<file path="src/rtl/mem_port_arbiter.sv">
// Two-port arbiter in front of a single-port block RAM: round-robin grants,
// optional lock for atomic sequences, and a wait counter that breaks stale locks.
module mem_port_arbiter #(
  parameter int ADDRESS_WIDTH = 6,
  parameter int DATA_WIDTH    = 10,
  parameter int MAX_WAIT      = 8
) (
  input  logic                     clk,
  input  logic                     rst,
  input  logic                     a_req,
  input  logic                     a_lock,
  input  logic                     a_we,
  input  logic [ADDRESS_WIDTH-1:0] a_addr,
  input  logic [DATA_WIDTH-1:0]    a_wdata,
  output logic                     a_gnt,
  output logic                     a_rvalid,
  output logic [DATA_WIDTH-1:0]    a_rdata,
  input  logic                     b_req,
  input  logic                     b_lock,
  input  logic                     b_we,
  input  logic [ADDRESS_WIDTH-1:0] b_addr,
  input  logic [DATA_WIDTH-1:0]    b_wdata,
  output logic                     b_gnt,
  output logic                     b_rvalid,
  output logic [DATA_WIDTH-1:0]    b_rdata,
  output logic                     ram_we,
  output logic [ADDRESS_WIDTH-1:0] ram_addr,
  output logic [DATA_WIDTH-1:0]    ram_wdata,
  input  logic [DATA_WIDTH-1:0]    ram_rdata,
  output logic [1:0]               owner
);

  // State encoding doubles as the owner output value.
  typedef enum logic [1:0] {
    FREE  = 2'b00,
    OWN_A = 2'b01,
    OWN_B = 2'b10
  } state_e;

  localparam logic [7:0] MAX_WAIT_C = 8'(MAX_WAIT);

  state_e     state_q, state_d;
  logic       last_gnt_q, last_gnt_d;   // 0 = A, 1 = B
  logic [7:0] wait_cnt_q, wait_cnt_d;
  logic       a_rvalid_q, b_rvalid_q;

  always_comb begin
    a_gnt = 1'b0;
    b_gnt = 1'b0;
    if (rst) begin
      unique case (state_q)
        FREE: begin
          if (a_req && (!b_req || last_gnt_q)) a_gnt = 1'b1;
          else if (b_req)                      b_gnt = 1'b1;
        end
        OWN_A: begin
          if (b_req && wait_cnt_q == MAX_WAIT_C) b_gnt = 1'b1;
          else                                   a_gnt = a_req;
        end
        OWN_B: begin
          if (a_req && wait_cnt_q == MAX_WAIT_C) a_gnt = 1'b1;
          else                                   b_gnt = b_req;
        end
        default: ;
      endcase
    end
  end

  always_comb begin
    ram_we    = 1'b0;
    ram_addr  = '0;
    ram_wdata = '0;
    if (a_gnt) begin
      ram_we    = a_we;
      ram_addr  = a_addr;
      ram_wdata = a_wdata;
    end else if (b_gnt) begin
      ram_we    = b_we;
      ram_addr  = b_addr;
      ram_wdata = b_wdata;
    end
  end

  // Any grant decides the next owner from its own lock bit, which also
  // covers a lock being broken by the waiting port.
  always_comb begin
    state_d    = state_q;
    last_gnt_d = last_gnt_q;
    if (a_gnt) begin
      last_gnt_d = 1'b0;
      state_d    = a_lock ? OWN_A : FREE;
    end else if (b_gnt) begin
      last_gnt_d = 1'b1;
      state_d    = b_lock ? OWN_B : FREE;
    end else if (state_q == OWN_A && !a_req && !a_lock) begin
      state_d = FREE;
    end else if (state_q == OWN_B && !b_req && !b_lock) begin
      state_d = FREE;
    end

    wait_cnt_d = wait_cnt_q;
    if (state_d != state_q) begin
      wait_cnt_d = '0;
    end else if (wait_cnt_q != MAX_WAIT_C &&
                 ((state_q == OWN_A && b_req && !b_gnt) ||
                  (state_q == OWN_B && a_req && !a_gnt))) begin
      wait_cnt_d = wait_cnt_q + 8'd1;
    end
  end

  always_ff @(posedge clk or negedge rst) begin
    if (!rst) begin
      state_q    <= FREE;
      last_gnt_q <= 1'b1;
      wait_cnt_q <= '0;
      a_rvalid_q <= 1'b0;
      b_rvalid_q <= 1'b0;
    end else begin
      state_q    <= state_d;
      last_gnt_q <= last_gnt_d;
      wait_cnt_q <= wait_cnt_d;
      a_rvalid_q <= a_gnt & ~a_we;
      b_rvalid_q <= b_gnt & ~b_we;
    end
  end

  assign a_rvalid = a_rvalid_q;
  assign b_rvalid = b_rvalid_q;
  assign a_rdata  = ram_rdata;
  assign b_rdata  = ram_rdata;
  assign owner    = state_q;

endmodule

</file>
<file path="config.mk">
export PLATFORM = sky130hd
export DESIGN_NAME = mem_port_arbiter
export DESIGN_NICKNAME = d
export VERILOG_FILES = /design/src/rtl/mem_port_arbiter.sv
export SDC_FILE = /design/constraint.sdc
export NUM_CORES = 1
export LEC_CHECK = 0
export BUFFER_PORTS_ARGS = -buffer_cell sky130_fd_sc_hd__clkbuf_2
export CORE_UTILIZATION = 42
export CTS_BUF_LIST = sky130_fd_sc_hd__clkbuf_2
export DETAILED_ROUTE_END_ITERATION = 7
export PLACE_DENSITY = 0.85
export SETUP_SLACK_MARGIN = 0.05
export SYNTH_ARGS = -nofsm -noshare
export SYNTH_HDL_FRONTEND = slang
export SYNTH_SLANG_ARGS = --single-unit
</file>
<file path="constraint.sdc">
create_clock -name clk -period 2.6 [get_ports clk]
set_clock_uncertainty 0.05 [all_clocks]
set_input_delay 0.13 -clock clk [delete_from_list [all_inputs] [get_ports clk]]
set_output_delay 0.13 -clock clk [all_outputs]
set_load 0.1 [all_outputs]
</file>
; ---- Word-level counts from Yosys, hierarchy flattened
; Index checks and enable logic that the tools add are counted.
; W data, S select, Z words.
[op_classes]
n_reduce_logical = 23
eq_ne = 5
bitwise_logic = 4
add_sub_neg = 1
mux = 27
[op_table]
columns = cell, count
row1 = $mux W10, 2
row2 = $mux W8, 2
row3 = $mux W1, 14
row4 = $logic_and A1 B1 Y1, 12
row5 = $mux W6, 2
row6 = $mux W2, 5
row7 = $add A8 B1 Y8 const B, 1
row8 = $eq A8 B4 Y1 const B, 1
row9 = $ne A8 B4 Y1 const B, 1
row10 = $logic_not A1 Y1, 6
row11 = $pmux W1 S3, 2
row12 = $reduce_bool A2 Y1, 2
row13 = $and A1 B1 Y1, 2
row14 = $eq A2 B1 Y1 const B, 1
row15 = $eq A2 B2 Y1 const B, 1
row16 = $logic_not A2 Y1, 1
row17 = $logic_or A1 B1 Y1, 2
row18 = $ne A2 B2 Y1, 1
row19 = $not A1 Y1, 2
[totals]
elab_cells = 65
regBits = 13
inputBits = 50
output_inout_bits = 43

; ---- Longest topological paths before layout
[depth]
word_depth = 12
depth_mapped = 9
ltp_nobuf = 7

; ---- Least setup slack after synthesis
; No wires, ideal clock.
[synth_path]
path_kind = register -> output
from = register state_q[1] (netlist: owner[1])
to = output port ram_addr[0]
required_time_ps = 2420
stages_incl_launch_ff = 7
path_slack_ps = -883
path_buffers = 2
arrival_time_ps = 3303
path_cell_list = dfrtp_1 > buf_2 > or2_2 > nor3b_1 > or3_1 > buf_2 > a22o_1
[synth_between]
elab_chain_len = 5
elab_cells_between_ends = 9
classes_between = eq/ne: 2 / mux: 6 / reduce/logical: 1
[synth_rtl]
columns = element, line
row1 = from (decl), 42  ; state_e state_q, state_d;
row2 = from (signal assigned), 119  ; state_q <= state_d;
row3 = "$eq A2 B2 Y1, or another cell as far along", 51  ; unique case (state_q)
row4 = $pmux W1 S3 (*), 51
row5 = $mux W1 (*), 50  ; if (rst) begin
row6 = net b_gnt, 23  ; output logic b_gnt,
row7 = $mux W6 (*), 77  ; end else if (b_gnt) begin
row8 = $mux W6 (*), 73  ; if (a_gnt) begin
row9 = to (decl), 27  ; output logic [ADDRESS_WIDTH-1:0] ram_addr,
; The timed path passes the listed nets; every way through them passes the cells marked *.

; ---- Worst setup path in the final report
[layout_path]
from = register wait_cnt_q[0]
to = output port ram_wdata[5]
[layout_between]
elab_chain_len = 7
elab_cells_between_ends = 13
classes_between = eq/ne: 1 / mux: 10 / reduce/logical: 2
[layout_rtl]
columns = element, line
row1 = from (decl), 44  ; logic [7:0] wait_cnt_q, wait_cnt_d;
row2 = from (signal assigned), 121  ; wait_cnt_q <= wait_cnt_d;
row3 = $eq A8 B4 Y1 (*), "57, 61"
row4 = $logic_and A1 B1 Y1 (on tied branches), "61, 57"
row5 = $mux W1 (on tied branches), "61, 57"
row6 = $pmux W1 S3, 51
row7 = $mux W1, 50
row8 = $mux W10, 77
row9 = $mux W10 (*), 73
row10 = to (decl), 28  ; output logic [DATA_WIDTH-1:0] ram_wdata,
; Mark *: on every way between the ends. The rest lies on a longest branch, timed or not.

==> run summary <==
Rows = 19
post-synthesis cell type count = 45
ys async rst share = 100.0%
post-route core utilization = 73.82%
# nets final = 250
Data arrival, critical path = 2.38 ns
CP startpoint kind = flop
flops & latches, synth = 13
Worst Path Max Fanout = 6
clock root buffer = clkbuf_2
pin count of the biggest net entering global routing = 22
Synth area leader = dfrtp_1
Final ANT Viol Nets = 0
slew of the pin with the lowest slew margin = 0.5559 ns
CTS H-tree lvls = 1
Hold Path Class = primary input to flop
GR Util All Layers = 24.74%
clock transition at the registers of the reported paths = 0.14 ns
Sw Ratio = 56.81%
commonest non-fill, non-tap cell in the layout = clkbuf_2
setup violators final = 0
layout cells sized above 1 = 58.38%
min Tclk post-route = 2.563 ns
Leak = 0.9772 nW
Placer Congestion = 0.9360
failing checks = design-rule violations
endpoints failing hold = 0
Max-cap violations = 0
buffer depth of the longest clock path = 2
vias in the first global route = 1410
clk sinks = 13
Synth Instances = 146
kind of critical path = flop to output port
synthesized area = 1305 um2
Initial Util = 45.75%
Setup TNS = 0 ns
Worst VDD drop = 0.8467 mV
syn_area_per_cell = 8.938 um2
die width = 57.74 um
CTS Buf Count = 3
Setup crit end kind = output port
Diodes inserted = 0
Sequential Power Share = 15.0%
Logic pwr share = 80.4%
port bufs = 62
Syn Nets = 198
gr ovfl total = 0
EDFF count, synth = 0
hpwl dp = 3.091 mm
Die Ht = 57.74 um
vias after detailed routing = 1404
Remaining DRCs = 6
Area growth syn-to-layout = 61.36%
prevailing post-synth register cell = dfrtp_1
crit share post-route = 98.59%
# IOs = 93
drt first pass iters = 8
sequential area share after synthesis = 25.02%
top post-synthesis cells by area = dfrtp_1 23%, buf_4 12%, a22o_1 11%
Clk pwr share = 4.6%
Internal Power = 959.5 uW
Worst Path Required = 2.42 ns
initial antenna violation count = 0
most frequent cells in the layout = 46 x clkbuf_2, 21 x buf_12, 15 x a22o_4, 11 x a21oi_1
die area = 3334 um2
clk_lat worst skew = 0.26 ns
total routed wirelength = 4.748 mm
first-pass GRT wire length = 6.423 mm
Final Max Tran Viols = 0
status = finished with violations
NetSw = 1.262 mW
Synth top area share = 23.01%
RSZ-0062 raised after global routing = true
routed len/inst = 20.82 um
area of the core = 2853 um2
Initial DRC Count = 44
Max Freq = 390.1 MHz
slew margin rel. = 63.10%
Yosys warning total = 0
CTS tree = built
via-per-instance ratio = 6.158
PD cells = 1055 nW/um2
## what timing repair did
item / 4_1_cts / 5_1_grt
buffers inserted: 3 / 2
resized for setup: 3 / 23
hold buffers: 3 / 0
gates cloned: 0 / 1
endpoints found under the setup margin: 17 / 17
pin swaps: 0 / 7
endpoints found under the hold margin: 14 / 0
## critical path, cell delays in order, from the launching register on
cell	delay, ns
dfrtp_1	0.42
inv_2	0.09
ha_4	0.13
and4bb_2	0.26
a311oi_2	0.14
or3_4	0.43
clkbuf_16	0.18
a22o_2	0.28
buf_12	0.17
## final timing paths
kind / from / endpoint / slack (ns) / cells past startpoint
hold / removal: a_lock / owner[0]$_DFF_PN0_ / 0.21 / 3
max in group asynchronous: rst / last_gnt_q$_DFFE_PN1P_ / 1.91 / 3
hold reg to reg: last_gnt_q$_DFFE_PN1P_ / last_gnt_q$_DFFE_PN1P_ / 0.52 / 2
setup / recovery: wait_cnt_q[0]$_DFFE_PN0P_ / ram_wdata[5] / 0.04 / 8
min in group asynchronous: rst / a_rvalid$_DFF_PN0_ / 0.36 / 3
setup reg to reg: wait_cnt_q[0]$_DFFE_PN0P_ / wait_cnt_q[7]$_DFFE_PN0P_ / 0.25 / 8
## per-stage QoR
stage          setup slack (ns)  instances  cell area, um2  hold WS [ns]  power, mW
2_1_floorplan           0.03353        146            1391       -0.2156      1.602
3_3_place_gp             0.2808        215            1857        0.1203      1.904
3_5_place_dp             0.1954        215            1857        0.1200      1.931
4_1_cts                 0.03543        225            1941        0.1689      2.066
5_1_grt                -0.05502        228            2106        0.2103      2.299
6_report                0.03664        228            2106        0.2054      2.221
## cells in the mapped netlist, types with 2 or more instances
library cell	instances
nand2_1	10
or3_1	2
inv_1	6
nand2b_1	2
nor3_1	3
xnor2_1	6
buf_6	2
dfrtp_1	12
nor4_2	2
nor2_1	6
a221oi_1	2
ha_1	2
buf_2	5
buf_4	20
clkbuf_1	2
nor2b_1	3
and3_1	2
a21oi_1	11
and3b_1	2
o2111ai_1	5
a22o_1	17
## power groups by stage
stage	Combinational (mW)	Clock [mW]	Sequential (mW)
3_5_place_dp	1.59	0	0.337
6_report	1.79	0.103	0.333
5_1_grt	1.84	0.119	0.339
3_3_place_gp	1.57	0	0.331
4_1_cts	1.64	0.106	0.324
2_1_floorplan	1.19	0	0.409
## sequential cells by signal (all words and copies together), names as in the netlist
name and flops:
last_gnt_q 1, b_rvalid 1, wait_cnt_q 8, a_rvalid 1, owner 2
## per-layer routing
metal,wire [um],vias to the layer above,global-route usage (%),share of wire (%)
met3,281,19,5.804,5.9
met5,0,-,0,0
met2,2577,83,44.35,54
li1,-,625,-,-
met4,151,0,7.823,3.2
met1,1737,677,29.23,37
## kinds of logic (layout without fill, tap and decap cells)
family	count (synthesis)	in the layout	share of synthesized area, %
adder cells (fa/ha/maj)	2	2	1.917
multiplexers	2	2	2.589
AND/OR/NAND/NOR	43	43	21.48
buffers and inverters	36	87	17.74
flip-flops	13	13	25.02
AO/OA/AOI/OAI	43	43	26.56
XOR/XNOR	7	7	4.698
## layout make-up
| class | count | area [um2] |
|---|---|---|
| flip-flops and latches | 13 | 329.1 |
| multi-input cells | 97 | 929.6 |
| clock inverters | 1 | 5.005 |
| clock buffers | 3 | 15.01 |
| well taps | 31 | 38.79 |
| fillers | 185 | 747.0 |
| repair buffers | 77 | 765.7 |
| inverters | 6 | 22.52 |
(Power assumes the default switching activity.)
